## config.mk

```make
export PLATFORM = sky130hd
export DESIGN_NAME = atm_multi_account_ctrl
export DESIGN_NICKNAME = d
export VERILOG_FILES = /design/src/rtl/atm_multi_account_ctrl.sv
export SDC_FILE = /design/constraint.sdc
export NUM_CORES = 1
export LEC_CHECK = 0
export ABC_AREA = 1
export CAP_MARGIN = 20
export CELL_PAD_IN_SITES_DETAIL_PLACEMENT = 0
export CELL_PAD_IN_SITES_GLOBAL_PLACEMENT = 2
export CORE_MARGIN = 2
export CORE_UTILIZATION = 34
export CTS_BUF_LIST = sky130_fd_sc_hd__clkbuf_4 sky130_fd_sc_hd__clkbuf_8
export DETAILED_ROUTE_END_ITERATION = 10
export GPL_TIMING_DRIVEN = 0
export PLACE_DENSITY_LB_ADDON = 0.12
export SYNTH_ARGS = -nofsm -noshare
export SYNTH_HDL_FRONTEND = slang
export SYNTH_SLANG_ARGS = --single-unit
```

## constraint.sdc

```tcl
create_clock -name clk -period 11.4 [get_ports clk]
set_clock_uncertainty 0.15 [all_clocks]
set_input_delay 1.71 -clock clk [delete_from_list [all_inputs] [get_ports clk]]
set_output_delay 1.71 -clock clk [all_outputs]
set_load 0.1 [all_outputs]
```

## src/rtl/atm_multi_account_ctrl.sv

```systemverilog
// ATM transaction controller for NUM_ACCTS on-chip accounts: card session, PIN check with
// per-account lockout, inactivity timeout and balance/withdraw/deposit/transfer commands.
module atm_multi_account_ctrl #(
   parameter int unsigned NUM_ACCTS   = 4,
   parameter int unsigned BAL_W       = 32,
   parameter int unsigned PIN_W       = 14,
   parameter int unsigned MAX_TRIES   = 3,
   parameter int unsigned INIT_BAL    = 100000,
   parameter int unsigned DEFAULT_PIN = 8030,
   parameter int unsigned TIMEOUT_CYC = 1024,
   localparam int unsigned IDX_W      = $clog2(NUM_ACCTS)
) (
   input  logic             clk,
   input  logic             reset,
   input  logic             card_in,
   input  logic [IDX_W-1:0] card_idx,
   input  logic             pin_valid,
   input  logic [PIN_W-1:0] pin,
   input  logic             cmd_valid,
   output logic             cmd_ready,
   input  logic [2:0]       cmd_op,
   input  logic [BAL_W-1:0] cmd_amount,
   input  logic [IDX_W-1:0] cmd_dest,
   output logic             rsp_valid,
   input  logic             rsp_ready,
   output logic [2:0]       rsp_status,
   output logic [BAL_W-1:0] rsp_balance,
   output logic             card_eject,
   output logic [2:0]       tries_left,
   input  logic             cfg_we,
   input  logic [IDX_W-1:0] cfg_idx,
   input  logic [PIN_W-1:0] cfg_pin,
   input  logic [BAL_W-1:0] cfg_bal
);

   typedef enum logic [2:0] {StIdle, StPin, StHome, StExec, StResp, StEject} state_e;

   localparam int unsigned    TMR_W     = $clog2(TIMEOUT_CYC) + 1;
   localparam logic [TMR_W-1:0] TmrLast = TMR_W'(TIMEOUT_CYC - 1);
   localparam logic [IDX_W:0] NumAcctsW = (IDX_W + 1)'(NUM_ACCTS);
   localparam logic [2:0]     MaxTriesW = 3'(MAX_TRIES);
   localparam logic [BAL_W-1:0] InitBal = BAL_W'(INIT_BAL);
   localparam logic [PIN_W-1:0] InitPin = PIN_W'(DEFAULT_PIN);

   localparam logic [2:0] RspOk      = 3'd0;
   localparam logic [2:0] RspInsuff  = 3'd1;
   localparam logic [2:0] RspOvf     = 3'd2;
   localparam logic [2:0] RspBadAcct = 3'd3;
   localparam logic [2:0] RspBadOp   = 3'd4;
   localparam logic [2:0] RspLocked  = 3'd5;
   localparam logic [2:0] RspTimeout = 3'd6;
   localparam logic [2:0] RspBadPin  = 3'd7;

   state_e             state_q, state_d, next_q, next_d;
   logic [IDX_W-1:0]   idx_q, idx_d, dest_q, dest_d;
   logic [2:0]         op_q, op_d;
   logic [BAL_W-1:0]   amt_q, amt_d;
   logic [BAL_W-1:0]   bal_q [NUM_ACCTS];
   logic [BAL_W-1:0]   bal_d [NUM_ACCTS];
   logic [PIN_W-1:0]   pin_q [NUM_ACCTS];
   logic [PIN_W-1:0]   pin_d [NUM_ACCTS];
   logic [NUM_ACCTS-1:0] lock_q, lock_d;
   logic [2:0]         tries_q, tries_d;
   logic [TMR_W-1:0]   tmr_q, tmr_d;
   logic               rsp_valid_q, rsp_valid_d;
   logic [2:0]         rsp_status_q, rsp_status_d;
   logic [BAL_W-1:0]   rsp_balance_q, rsp_balance_d;
   logic               eject_q, eject_d;
   logic               cmd_ready_q, cmd_ready_d;

   logic [BAL_W-1:0]   src_bal, dst_bal;
   logic [BAL_W:0]     dep_sum, xfer_sum;
   logic               dest_ok, card_ok, cfg_ok;

   assign src_bal  = bal_q[idx_q];
   assign dst_bal  = bal_q[dest_q];
   assign dep_sum  = {1'b0, src_bal} + {1'b0, amt_q};
   assign xfer_sum = {1'b0, dst_bal} + {1'b0, amt_q};
   assign dest_ok  = {1'b0, dest_q} < NumAcctsW;
   assign card_ok  = {1'b0, card_idx} < NumAcctsW;
   assign cfg_ok   = {1'b0, cfg_idx} < NumAcctsW;

   always_comb begin
      state_d       = state_q;
      next_d        = next_q;
      idx_d         = idx_q;
      dest_d        = dest_q;
      op_d          = op_q;
      amt_d         = amt_q;
      bal_d         = bal_q;
      pin_d         = pin_q;
      lock_d        = lock_q;
      tries_d       = tries_q;
      tmr_d         = tmr_q;
      rsp_valid_d   = rsp_valid_q;
      rsp_status_d  = rsp_status_q;
      rsp_balance_d = rsp_balance_q;

      case (state_q)
         StIdle: begin
            if (cfg_we && cfg_ok) begin
               pin_d[cfg_idx]  = cfg_pin;
               bal_d[cfg_idx]  = cfg_bal;
               lock_d[cfg_idx] = 1'b0;
            end
            if (card_in) begin
               idx_d = card_idx;
               if (!card_ok || lock_q[card_idx]) begin
                  state_d       = StResp;
                  next_d        = StEject;
                  rsp_valid_d   = 1'b1;
                  rsp_status_d  = card_ok ? RspLocked : RspBadAcct;
                  rsp_balance_d = '0;
               end else begin
                  state_d = StPin;
                  tries_d = MaxTriesW;
               end
            end
         end
         StPin: begin
            if (pin_valid) begin
               if (pin == pin_q[idx_q]) begin
                  state_d = StHome;
               end else begin
                  tries_d       = tries_q - 3'd1;
                  state_d       = StResp;
                  rsp_valid_d   = 1'b1;
                  rsp_status_d  = RspBadPin;
                  rsp_balance_d = '0;
                  if (tries_q <= 3'd1) begin
                     lock_d[idx_q] = 1'b1;
                     next_d        = StEject;
                  end else begin
                     next_d = StPin;
                  end
               end
            end else if (tmr_q == TmrLast) begin
               state_d       = StResp;
               next_d        = StEject;
               rsp_valid_d   = 1'b1;
               rsp_status_d  = RspTimeout;
               rsp_balance_d = '0;
            end
         end
         StHome: begin
            if (cmd_valid && cmd_ready_q) begin
               state_d = StExec;
               op_d    = cmd_op;
               amt_d   = cmd_amount;
               dest_d  = cmd_dest;
            end else if (tmr_q == TmrLast) begin
               state_d       = StResp;
               next_d        = StEject;
               rsp_valid_d   = 1'b1;
               rsp_status_d  = RspTimeout;
               rsp_balance_d = src_bal;
            end
         end
         StExec: begin
            state_d       = StResp;
            next_d        = StHome;
            rsp_valid_d   = 1'b1;
            rsp_status_d  = RspOk;
            rsp_balance_d = src_bal;
            case (op_q)
               3'b000: next_d = StEject;
               3'b001: ;
               3'b010: begin
                  if (amt_q > src_bal) begin
                     rsp_status_d = RspInsuff;
                  end else begin
                     bal_d[idx_q]  = src_bal - amt_q;
                     rsp_balance_d = src_bal - amt_q;
                  end
               end
               3'b011: begin
                  if (dep_sum[BAL_W]) begin
                     rsp_status_d = RspOvf;
                  end else begin
                     bal_d[idx_q]  = dep_sum[BAL_W-1:0];
                     rsp_balance_d = dep_sum[BAL_W-1:0];
                  end
               end
               3'b100: begin
                  // Both accounts update together only after every check has passed.
                  if (!dest_ok || dest_q == idx_q) begin
                     rsp_status_d = RspBadAcct;
                  end else if (amt_q > src_bal) begin
                     rsp_status_d = RspInsuff;
                  end else if (xfer_sum[BAL_W]) begin
                     rsp_status_d = RspOvf;
                  end else begin
                     bal_d[idx_q]  = src_bal - amt_q;
                     bal_d[dest_q] = xfer_sum[BAL_W-1:0];
                     rsp_balance_d = src_bal - amt_q;
                  end
               end
               default: rsp_status_d = RspBadOp;
            endcase
         end
         StResp: begin
            if (rsp_ready) begin
               rsp_valid_d = 1'b0;
               state_d     = next_q;
            end
         end
         StEject: state_d = StIdle;
         default: state_d = StIdle;
      endcase

      // Any pin entry or command handshake leaves the state, so entry clearing covers both.
      if (state_d != state_q) begin
         tmr_d = '0;
      end else if (state_q == StPin || state_q == StHome) begin
         tmr_d = tmr_q + TMR_W'(1);
      end

      eject_d     = (state_d == StEject);
      cmd_ready_d = (state_d == StHome);
   end

   always_ff @(posedge clk or posedge reset) begin
      if (reset) begin
         state_q       <= StIdle;
         next_q        <= StIdle;
         idx_q         <= '0;
         dest_q        <= '0;
         op_q          <= '0;
         amt_q         <= '0;
         for (int i = 0; i < NUM_ACCTS; i++) begin
            bal_q[i] <= InitBal;
            pin_q[i] <= InitPin;
         end
         lock_q        <= '0;
         tries_q       <= MaxTriesW;
         tmr_q         <= '0;
         rsp_valid_q   <= 1'b0;
         rsp_status_q  <= '0;
         rsp_balance_q <= '0;
         eject_q       <= 1'b0;
         cmd_ready_q   <= 1'b0;
      end else begin
         state_q       <= state_d;
         next_q        <= next_d;
         idx_q         <= idx_d;
         dest_q        <= dest_d;
         op_q          <= op_d;
         amt_q         <= amt_d;
         bal_q         <= bal_d;
         pin_q         <= pin_d;
         lock_q        <= lock_d;
         tries_q       <= tries_d;
         tmr_q         <= tmr_d;
         rsp_valid_q   <= rsp_valid_d;
         rsp_status_q  <= rsp_status_d;
         rsp_balance_q <= rsp_balance_d;
         eject_q       <= eject_d;
         cmd_ready_q   <= cmd_ready_d;
      end
   end

   assign cmd_ready   = cmd_ready_q;
   assign rsp_valid   = rsp_valid_q;
   assign rsp_status  = rsp_status_q;
   assign rsp_balance = rsp_balance_q;
   assign card_eject  = eject_q;
   assign tries_left  = tries_q;

endmodule

```

==> out/metrics.yaml <==
sta:
  setup_ws_ns: 4.41
  tightest_slew_ns: 1.33
  rsz0062_at_grt: "false"
  min_period_ns: 6.99
  setup_viol: 0
  min_period_over_period: 0.614
  hold_violations: 0
  fmax_mhz: 143
  slew_headroom: 0.115
  slew_viol_final: 0
die:
  initial_utilization: 0.344
  ios: 149
  fp.coreArea_sq_mm: 0.0807
  dieWidth_um: 290
  dieHeight_um: 290
  die_area_sq_mm: 0.0840
  num_rows: 104
final_layout:
  post-route-util: 0.399
  final_common_cell: "nand2_1"
  fillerInstances: 9235
  multiInputGateArea_sq_mm: 0.0173
  drive_gt1_frac: 0.0803
  nNetsFinal: 5061
  seq_area_sq_mm: 0.00721
  syn2layout_area_growth_pct: 15.8
  final_cell_mix: "nand2_1, inv_1, nand3_1"
global_routing:
  grt_start_max_net_pins: 84
  grt_pass1_wl_um: 230000
  antenna_found_initial: 4
  grt_use_total: 0.381
  overflow: 0
  grt_pass1_vias: 31659
place:
  pre_cts_ws_ns: 4.75
  hpwl_um: 131000
  port_buffers: 148
  gp_congestion: 1.02
clocking:
  cts_buffer_depth: 3
  clk_pin_slew_ns: 0.06
  postCtsHoldBufs: 0
  cts_made_buffers: 60
  cts_tree: "done"
  htreeDepth: 2
  post_cts_buffers: 0
  cts_root_buffer: "clkbuf_8"
  clk_latency_ns: 0.76
  clock_sink_count: 285
  cts_resized: 0
yosys:
  synth_edf_count: 0
  synth_flop_cell: "dfrtp_1"
  ys_types: 58
  yosys_warnings: 0
  yosysTopAreaCell: "nand2_1"
  synth.yosys.seq_area_share: 0.260
  synth-seq-cells: 285
  synth_top_area_frac: 0.226
  syn_inst: 4624
  async_reset_ff_frac: 1.00
  synthTopCellsByArea: "nand2_1, dfrtp_1, inv_1, nand3_1, dfstp_2"
  syn_area_sq_mm: 0.0278
  avgSynthCellArea_sq_um: 6.01
  synth_nets: 4838
route:
  post_drt_via_cell_ratio: 5.58
  firstDrtPassIters: 6
  vias: 33285
  wl_um: 165000
  wl_per_cell_um: 27.7
  postRouteAntennaNets: 0
  drtIter0Drc: 3564
  drcViolationCount: 0
setup_path:
  crit_buf_inv: 10
  critPathTopFamily: "buffers and inverters"
  r2r_setup_slack_ns: 4.41
  required_ns: 11.89
  crit_start: "idx_q[1]"
  cp-start-kind: "flip-flop"
  slowest_stage: "clkbuf_1"
  cpPeakStageDelay_ns: 0.90
  crit_top_cell: "nand2_1"
  critPathKind: "reg2reg"
  crit_arrival_ns: 7.49
  r2r_start: "idx_q[1]"
  worst_setup_path_end_kind: "flip-flop"
  cp_max_fo: 10
power_and_ir_drop:
  leakage_uw: 0.0164
  irDropWorstVdd_v: 0.000192
  p_per_area_mw_per_mm2: 356
hold_path:
  hold_class: "reg2reg"
  hold_start: "bal_q[42]"
outcome:
  status: "complete, no violations"
job:
  maxCapViolCount: 0
[where the power goes]
part,internal (uW),leakage (uW),switching [uW]
clock network,733,0.000734,586
registers,1490,0.00337,322
logic,2090,0.0123,6240
total,4310,0.0164,7150
[routing by layer]
layer,vias up,track usage,wire (um)
met5,-,0,13
met4,2,0.184,8880
met3,337,0.0772,15600
li1,15268,-,-
met1,15933,0.499,68600
met2,1745,0.600,72000
[metrics by stage]
| stage | TNS, ns | hold slack (ns) | area [sq um] | power [uW] | std cells |
|---|---|---|---|---|---|
| floorplan | 0 | 0.297 | 27800 | 6740 | 4624 |
| global placement | -751.70 | 0.308 | 30600 | 9840 | 5832 |
| detailed placement | 0 | 0.312 | 30800 | 9850 | 5842 |
| CTS | 0 | 0.324 | 32100 | 11200 | 5952 |
| global route | 0 | 0.342 | 32200 | 12100 | 5958 |
| finish | 0 | 0.326 | 32200 | 11500 | 5960 |
[cell usage after synthesis, types with 7 or more instances]
master	count
a31oi_1	8
a22oi_1	57
clkbuf_1	108
nand2_1	1674
dfrtp_1	219
or2_2	10
xnor2_1	9
dfstp_2	66
a21oi_1	176
nor3_1	29
o211ai_1	11
o21ai_0	297
buf_6	8
o221ai_1	39
nor3_2	11
inv_2	14
nand3b_1	10
o21bai_1	22
inv_1	608
nand2_2	7
nor2_1	370
o22ai_1	35
xor2_1	23
a21boi_1	28
o21a_1	25
nand4_1	38
a21o_1	9
ha_1	103
mux2_2	51
buf_2	51
a22oi_2	8
buf_1	17
buf_4	19
nand3_1	380
o21ai_1	28
[sequential cells by signal (all words and copies together) (netlist names)]
name and count:
bal_q 128, card_eject 1, tries_left 3, lock_q 4, op_q 3, pin_q 56
dest_q 2, rsp_valid 1, idx_q 2, next_q 3, rsp_status 3, state_q 3
rsp_balance 32, tmr_q 11, cmd_ready 1, amt_q 32
[logic make-up after synthesis]
group | share of synthesized area
buffers and inverters | 0.119
AND/OR/NAND/NOR | 0.379
AO/OA/AOI/OAI | 0.163
XOR/XNOR | 0.0101
flip-flops | 0.260
adder cells (fa/ha/maj) | 0.0485
multiplexers | 0.0207
[worst reg2reg max path: cells and delay by family, from the launching register on]
family,cells,cell delay [ns]
fa+ha+maj,1,0.29
compound gates,2,0.54
simple gates,13,2.33
flops,1,0.47
buf+inv,10,3.11
[area by class of cell]
type	instances	area share
multi-input combinational	3508	0.536
sequential	285	0.224
inverter	628	0.0735
timing repair buffer	161	0.0519
tap	1060	0.0412
clock buffer	96	0.0383
buffer	203	0.0297
clock inverter	14	0.00463
antenna	5	0.000389
[final timing paths]
path | depth (start not counted) | to
worst max register to register | 26 | rsp_balance[26]
worst max-delay path | 26 | rsp_balance[26]
worst min register to register | 2 | bal_q[42]
min in group asynchronous | 2 | bal_q[96]
max in group asynchronous | 4 | tries_left[0]
worst min-delay path | 2 | bal_q[42]
(Power assumes the default switching activity.)
